File: src/rtl/lot_occupancy_counter_if.sv
// Bus between the parking-lot sensor FSM / display logic and the occupancy counter.
// The counter sits on the slave side; the producer of inc/dec and consumer of the displays is the master.
interface lot_occupancy_counter_if #(
  parameter int CW = 7
);
  logic          inc;
  logic          dec;
  logic          clear;
  logic          err_clr;
  logic [CW-1:0] count;
  logic [3:0]    bcd_tens;
  logic [3:0]    bcd_ones;
  logic [CW-1:0] free_spaces;
  logic          full;
  logic          empty;
  logic          overflow;
  logic          underflow;

  modport slave (
    input  inc, dec, clear, err_clr,
    output count, bcd_tens, bcd_ones, free_spaces, full, empty, overflow, underflow
  );

  modport master (
    output inc, dec, clear, err_clr,
    input  count, bcd_tens, bcd_ones, free_spaces, full, empty, overflow, underflow
  );
endinterface

File: src/rtl/lot_occupancy_counter.sv
// Saturating parking-lot occupancy counter: edge-detects inc/dec levels, keeps a binary and a
// parallel BCD count in 0..CAPACITY, and flags sticky overflow/underflow for the gate/display logic.
module lot_occupancy_counter #(
  parameter int CAPACITY = 20,
  parameter int CW       = 7
) (
  input  logic                  clk,
  input  logic                  reset,
  lot_occupancy_counter_if.slave bus
);

  localparam logic [CW-1:0] CAP = CW'(CAPACITY);

  logic          inc_q, dec_q;
  logic          inc_ev, dec_ev;
  logic [CW-1:0] count_q, count_d;
  logic [3:0]    tens_q, tens_d;
  logic [3:0]    ones_q, ones_d;
  logic          ovf_q, ovf_d;
  logic          unf_q, unf_d;
  logic          up, dn, ovf_set, unf_set;

  assign inc_ev = bus.inc & ~inc_q;
  assign dec_ev = bus.dec & ~dec_q;

  // Clear discards this cycle's events, so it also suppresses any error they would raise.
  always_comb begin
    up      = 1'b0;
    dn      = 1'b0;
    ovf_set = 1'b0;
    unf_set = 1'b0;
    if (!bus.clear) begin
      if (inc_ev && !dec_ev) begin
        if (count_q != CAP) up      = 1'b1;
        else                ovf_set = 1'b1;
      end else if (dec_ev && !inc_ev) begin
        if (count_q != '0)  dn      = 1'b1;
        else                unf_set = 1'b1;
      end
    end
  end

  // BCD digits run as their own counter alongside the binary one rather than being converted.
  always_comb begin
    count_d = count_q;
    tens_d  = tens_q;
    ones_d  = ones_q;
    if (bus.clear) begin
      count_d = '0;
      tens_d  = 4'd0;
      ones_d  = 4'd0;
    end else if (up) begin
      count_d = count_q + CW'(1);
      if (ones_q == 4'd9) begin
        ones_d = 4'd0;
        tens_d = tens_q + 4'd1;
      end else begin
        ones_d = ones_q + 4'd1;
      end
    end else if (dn) begin
      count_d = count_q - CW'(1);
      if (ones_q == 4'd0) begin
        ones_d = 4'd9;
        tens_d = tens_q - 4'd1;
      end else begin
        ones_d = ones_q - 4'd1;
      end
    end
  end

  // A fresh error beats err_clr in the same cycle.
  always_comb begin
    ovf_d = (ovf_q & ~bus.err_clr) | ovf_set;
    unf_d = (unf_q & ~bus.err_clr) | unf_set;
  end

  always_ff @(posedge clk or negedge reset) begin
    if (!reset) begin
      inc_q   <= 1'b0;
      dec_q   <= 1'b0;
      count_q <= '0;
      tens_q  <= 4'd0;
      ones_q  <= 4'd0;
      ovf_q   <= 1'b0;
      unf_q   <= 1'b0;
    end else begin
      inc_q   <= bus.inc;
      dec_q   <= bus.dec;
      count_q <= count_d;
      tens_q  <= tens_d;
      ones_q  <= ones_d;
      ovf_q   <= ovf_d;
      unf_q   <= unf_d;
    end
  end

  assign bus.count       = count_q;
  assign bus.bcd_tens    = tens_q;
  assign bus.bcd_ones    = ones_q;
  assign bus.free_spaces = CAP - count_q;
  assign bus.full        = (count_q == CAP);
  assign bus.empty       = (count_q == '0);
  assign bus.overflow    = ovf_q;
  assign bus.underflow   = unf_q;

endmodule

File: src/flat_wrapper.sv
// flat-port wrapper written by rule: the top's interface ports become plain ports
module lot_occupancy_counter_flat 
#(
  parameter int CAPACITY = 20,
  parameter int CW       = 7
)
  (clk, reset, bus_inc, bus_dec, bus_clear, bus_err_clr, bus_count, bus_bcd_tens, bus_bcd_ones, bus_free_spaces, bus_full, bus_empty, bus_overflow, bus_underflow);
  lot_occupancy_counter_if #(.CW(CW)) bus_i ();
  input  logic clk;
  input  logic reset;
  input wire logic [$bits(bus_i.inc)-1:0] bus_inc;
  input wire logic [$bits(bus_i.dec)-1:0] bus_dec;
  input wire logic [$bits(bus_i.clear)-1:0] bus_clear;
  input wire logic [$bits(bus_i.err_clr)-1:0] bus_err_clr;
  output wire logic [$bits(bus_i.count)-1:0] bus_count;
  output wire logic [$bits(bus_i.bcd_tens)-1:0] bus_bcd_tens;
  output wire logic [$bits(bus_i.bcd_ones)-1:0] bus_bcd_ones;
  output wire logic [$bits(bus_i.free_spaces)-1:0] bus_free_spaces;
  output wire logic [$bits(bus_i.full)-1:0] bus_full;
  output wire logic [$bits(bus_i.empty)-1:0] bus_empty;
  output wire logic [$bits(bus_i.overflow)-1:0] bus_overflow;
  output wire logic [$bits(bus_i.underflow)-1:0] bus_underflow;
  assign bus_i.inc = bus_inc;
  assign bus_i.dec = bus_dec;
  assign bus_i.clear = bus_clear;
  assign bus_i.err_clr = bus_err_clr;
  assign bus_count = bus_i.count;
  assign bus_bcd_tens = bus_i.bcd_tens;
  assign bus_bcd_ones = bus_i.bcd_ones;
  assign bus_free_spaces = bus_i.free_spaces;
  assign bus_full = bus_i.full;
  assign bus_empty = bus_i.empty;
  assign bus_overflow = bus_i.overflow;
  assign bus_underflow = bus_i.underflow;
  lot_occupancy_counter #(.CAPACITY(CAPACITY), .CW(CW)) u_core (.clk(clk), .reset(reset), .bus(bus_i));
endmodule
File: config.mk
export PLATFORM = sky130hd
export DESIGN_NAME = lot_occupancy_counter_flat
export DESIGN_NICKNAME = d
export VERILOG_FILES = /design/src/rtl/lot_occupancy_counter_if.sv /design/src/rtl/lot_occupancy_counter.sv /design/src/flat_wrapper.sv
export SDC_FILE = /design/constraint.sdc
export NUM_CORES = 1
export LEC_CHECK = 0
export CORE_MARGIN = 10
export CORE_UTILIZATION = 54
export DETAILED_ROUTE_END_ITERATION = 12
export GPL_ROUTABILITY_DRIVEN = 0
export HOLD_SLACK_MARGIN = 0.06
export PLACE_DENSITY = 0.84
export SYNTH_ARGS = -nofsm -noshare
export SYNTH_HDL_FRONTEND = slang
export SYNTH_SLANG_ARGS = --single-unit
File: constraint.sdc
create_clock -name clk -period 5.2 [get_ports clk]
set_input_delay 1.04 -clock clk [delete_from_list [all_inputs] [get_ports clk]]
set_output_delay 1.04 -clock clk [all_outputs]
set_load 0.02 [all_outputs]
Word level (Yosys, flattened, before mapping)

Cells that the tools add are included.

Add/subtract/negate cells: 7
Equality and inequality tests: 4
Mux-type cells: 27
Bitwise operators: 9
Reduce and logical (&&, ||, !) cells: 10

Operators with widths:

| cell                | number |
|---|---|
| $mux 4              | 10 |
| $mux 7              | 3 |
| $mux 1              | 14 |
| $add 4x1->4 const B | 2 |
| $sub 4x1->4 const B | 2 |
| $add 7x1->7 const B | 1 |
| $eq 7x5->1 const B  | 1 |
| $logic_not 7->1     | 1 |
| $ne 7x5->1 const B  | 1 |
| $reduce_bool 7->1   | 1 |
| $sub 5x7->7 const A | 1 |
| $sub 7x1->7 const B | 1 |
| $reduce_bool 3->1   | 2 |
| $and 1x1->1         | 4 |
| $eq 4x4->1 const B  | 1 |
| $logic_not 4->1     | 1 |
| $ne 3x3->1 const B  | 1 |
| $not 1->1           | 3 |
| $reduce_and 3->1    | 1 |
| $logic_and 1x1->1   | 2 |
| $logic_not 1->1     | 2 |
| $or 1x1->1          | 2 |

Register bits: 19
Input bits: 6
Output and inout bits: 26
Logic and storage cells: 64

Logic depth before layout (Yosys ltp)

Depth in word-level cells: 10
Mapped depth: 14
Depth with buffers taken out: 13

Least setup slack after synthesis

OpenSTA, ideal clock, no wires.

Path kind: input -> register
Start point: in bus_inc
End point: reg u_core.count_q[6] (netlist: u_core.bus.count[6])
Library setup time: 0.078 ns
Arrival: 3.398 ns
Data required time: 5.122 ns
Slack: 1.724 ns
Cell stages on the path: 12
Buffers on the path: 1
Path through: or2b_2 > a311o_1 > buf_6 > nor2_8 > inv_1 > ha_1 > nor2b_1 > o31a_1 > o22ai_1 > xnor2_1 > or3_1 > a21oi_1

Longest elaborated chain between the ends: 7

RTL lines:

| what                        | line                        | text |
|---|---|---|
| start: declaration          | flat_wrapper.sv:11          | `input wire logic [$bits(bus_i.inc)-1:0] bus_inc;` |
| $and 1x1->1 *               | lot_occupancy_counter.sv:23 | `assign inc_ev = bus.inc & ~inc_q;` |
| $logic_not 1->1             | lot_occupancy_counter.sv:36 | `end else if (dec_ev && !inc_ev) begin` |
| $logic_and 1x1->1           | lot_occupancy_counter.sv:36 |  |
| $mux 1                      | lot_occupancy_counter.sv:36 |  |
| $mux 1                      | lot_occupancy_counter.sv:33 | `if (inc_ev && !dec_ev) begin` |
| $mux 1                      | lot_occupancy_counter.sv:32 | `if (!bus.clear) begin` |
| $reduce_bool 3->1 (no line) | n/a                         |  |
| end signal: assignment      | lot_occupancy_counter.sv:89 | `count_q <= count_d;` |
| end: declaration            | lot_occupancy_counter.sv:16 | `logic [CW-1:0] count_q, count_d;` |

Every way passes the cells marked *; elsewhere a longest branch is shown, timed or not.
A chain may end at the register's enable or synchronous reset.

Worst setup path after layout

Same ends and word-level chain as after synthesis.

==> metrics <==
setup repair bufs after CTS=0; Hold Path End=u_core.bus.bcd_tens[3]$_DFFE_PN0P_; Top delay family on crit path=compound AO/OA/AOI/OAI gates; Synth Instances=164; Slew HR=14.5%; PortBufs=31; Comb pwr share=59.6%; I/O pins=32; Max IR drop VDD=0.287 mV; Synth Register Bits=19; Tightest Pin Transition=1.27 ns; cts bufs inserted=3; H-Tree Depth=1; R2R Setup Slk=1.64 ns; die height=72.2 µm; Critical path buffers and inverters=2; post-route ant nets=0; initial antenna violation count=0; sequential share of power=29.7%; kind of critical path=primary input to flip-flop; FF-to-FF path depth=13; CTS tree=built; CP max-delay cell=clkdlybuf4s50_1; clk sink count=19; layout cells sized above 1=9.33%; Max Fclk=252 MHz; ys flop type=dfrtp_1; count of final setup violators=0; min-delay src=u_core.bus.bcd_tens[3]$_DFFE_PN0P_; count of cell types in the netlist=46; Core ar.=2540 µm²; largest net degree at the start of global routing=20; Vias/cell=5.62; Post-Syn Area=1470 µm²; clock tree buffer depth=2; Power Internal=0.409 mW; Hold Vio Cnt, Final=0; worst path required time=5.44 ns; vias=1,253; Die ar.=5220 µm²; Period minus WS final=3.97 ns; number of synthesized flops with an enable pin=0; fin crit share=76.3%; RSZ-0062 raised after global routing=no; final net count=214; pre-CTS worst setup slack=0.923 ns; drt total wl=3470 µm; Setup Skew=0.000812 ns; Sw Ratio=43.3%; CP max FO=9; max-slew violations=0; post_cts resized=0; yosys warns=0; total stage count of the critical path=12; fillers=205; Max-cap violations=0; net load switching power=0.312 mW; outcome=complete, no violations; FFs w/ async S/R, synth=100%; antenna diode count=0; critical path data arrival time=4.20 ns; hold crit path type=flip-flop to flip-flop; post-layout util=70.9%; number of global-route vias before repair=1,289; reg2reg start=u_core.bus.count[0]$_DFFE_PN0P_; DR WL/cell=15.5 µm; Root Buffer=clkbuf_4; cells along the critical path=clkdlybuf4s50_1 > or2b_2 > a311o_1 > nor2_8 > inv_1 > ha_1 > nor2b_1 > o31a_1 > o22ai_1 > xnor2_1 > or3_1 > a21oi_1; Critical R2R Capture=u_core.bus.count[6]$_DFFE_PN0P_; Worst path max stage delay=0.47 ns; Clock Power Share=10.7%; Setup WS post-layout=1.23 ns; PwrDens=399 nW/µm²; first-pass GRT wire length=5920 µm; Starting Density=57.9%; DRT iter0 DRCs=65; clock slew at reported path FFs=0.11 ns; gr usage total=13.4%; Hold Path Stages=2; number of remaining DRC errors=0; row count=18; router iterations before antenna repair=5; Setup Total Neg Slack=0 ns; HPWL Detailed=2610 µm; average size of a mapped cell=8.98 µm²; # hold bufs at CTS=0; crit path launch type=primary input; Worst-Skew Late Latency=0.30 ns; total gr overflow=0; Leakage=0.741 nW; synthesized net count=184; Die X=72.2 µm; Worst setup EP type=flip-flop; P&R area growth vs syn=22.5%; post-synthesis sequential area ratio=32.3%
-- cells in the mapped netlist (2+ instances only) --
master    instances  area (µm²)
fa_1              2        40.0
ha_1             12         150
nand2_1          23        86.3
or2_2             3        18.8
o211ai_1          5        37.5
nor3_1            2        10.0
mux2i_1           2        20.0
and2_1            2        12.5
o21a_1            2        15.0
a211oi_1          2        15.0
xnor2_1           9        78.8
inv_1            10        37.5
nor2_1           12        45.0
o31a_1            2        17.5
a21oi_1          13        65.1
dfrtp_1          19         475
nor2b_1           2        12.5
o21ai_0           8        40.0
buf_2             2        10.0
clkbuf_1          2        7.51
nand2b_1          2        12.5
xor2_1            4        35.0
-- worst max path at each step --
stage,startpoint,end,slack (ns)
2_1_floorplan,bus_inc,u_core.bus.count[6]$_DFFE_PN0P_,1.72
5_1_grt,bus_inc,u_core.bus.count[6]$_DFFE_PN0P_,1.06
3_3_place_gp,bus_inc,u_core.bus.count[6]$_DFFE_PN0P_,1.07
3_5_place_dp,bus_inc,u_core.bus.count[6]$_DFFE_PN0P_,0.92
4_1_cts,bus_inc,u_core.bus.count[6]$_DFFE_PN0P_,1.25
6_report,bus_inc,u_core.bus.count[6]$_DFFE_PN0P_,1.23
-- tightest hold or removal path, cell delays in order, from the launching register on --
cell and delay, ns:
dfrtp_1 0.38, xnor2_1 0.12, nor2_1 0.03
-- per-stage QoR --
stage	instance area (µm²)	hold slack [ns]	std cells	total power [mW]
after floorplan	1470	0.592	164	0.490
after global placement	1780	0.516	219	0.633
after detailed placement	1780	0.537	219	0.642
after CTS	1800	0.550	223	0.722
after global routing	1800	0.568	223	0.775
final	1800	0.550	223	0.720
-- flip-flops by register name, summed over array words and instances, names as in the netlist --
signal	cells
u_core.bus.count	7
u_core.bus.bcd_ones	4
u_core.bus.bcd_tens	4
u_core.bus.overflow	1
u_core.bus.underflow	1
u_core.dec_q	1
u_core.inc_q	1
-- cell type report --
cell class | count | area (µm²) | share of cell area (%)
Sequential cell | 19 | 475 | 26.4
Timing Repair Buffer | 32 | 318 | 17.6
Clock buffer | 4 | 26.3 | 1.46
Tap cell | 30 | 37.5 | 2.08
Inverter | 10 | 37.5 | 2.08
Multi-Input combinational cell | 128 | 910 | 50.4
-- cell families (layout without fill, tap and decap cells) --
group	after synthesis	after routing	share of synthesized area [%]
xor+xnor	13	13	7.73
simple gates	57	57	21.1
mux	3	3	2.12
buf+inv	17	46	5.95
compound gates	41	41	17.9
flops	19	19	32.3
fa+ha+maj	14	14	12.9
-- layout by cell type, fill, tap and decap left out, types with 4 or more instances in the layout --
cell type | synthesis | layout
dfrtp_1 | 19 | 19
xor2_1 | 4 | 4
clkdlybuf4s50_1 | 0 | 31
nand2_1 | 23 | 23
o21ai_0 | 8 | 8
xnor2_1 | 9 | 9
a21oi_1 | 13 | 13
inv_1 | 10 | 10
o211ai_1 | 5 | 5
nor2_1 | 12 | 12
ha_1 | 12 | 12
-- power groups by stage --
stage / logic, mW / clock network, mW / registers, mW
after floorplan: 0.254 / 0 / 0.237
after global routing: 0.471 / 0.0845 / 0.219
after global placement: 0.418 / 0 / 0.215
after detailed placement: 0.425 / 0 / 0.216
final: 0.429 / 0.0771 / 0.214
after CTS: 0.430 / 0.0781 / 0.213
-- per-layer routing --
metal,track usage [%],vias up,wire [µm]
li1,-,620,-
met5,0,-,0
met2,22.7,38,1670
met3,6.39,2,318
met1,15.3,593,1470
met4,1.51,0,9
No activity file was read; power rests on OpenSTA's default activity.
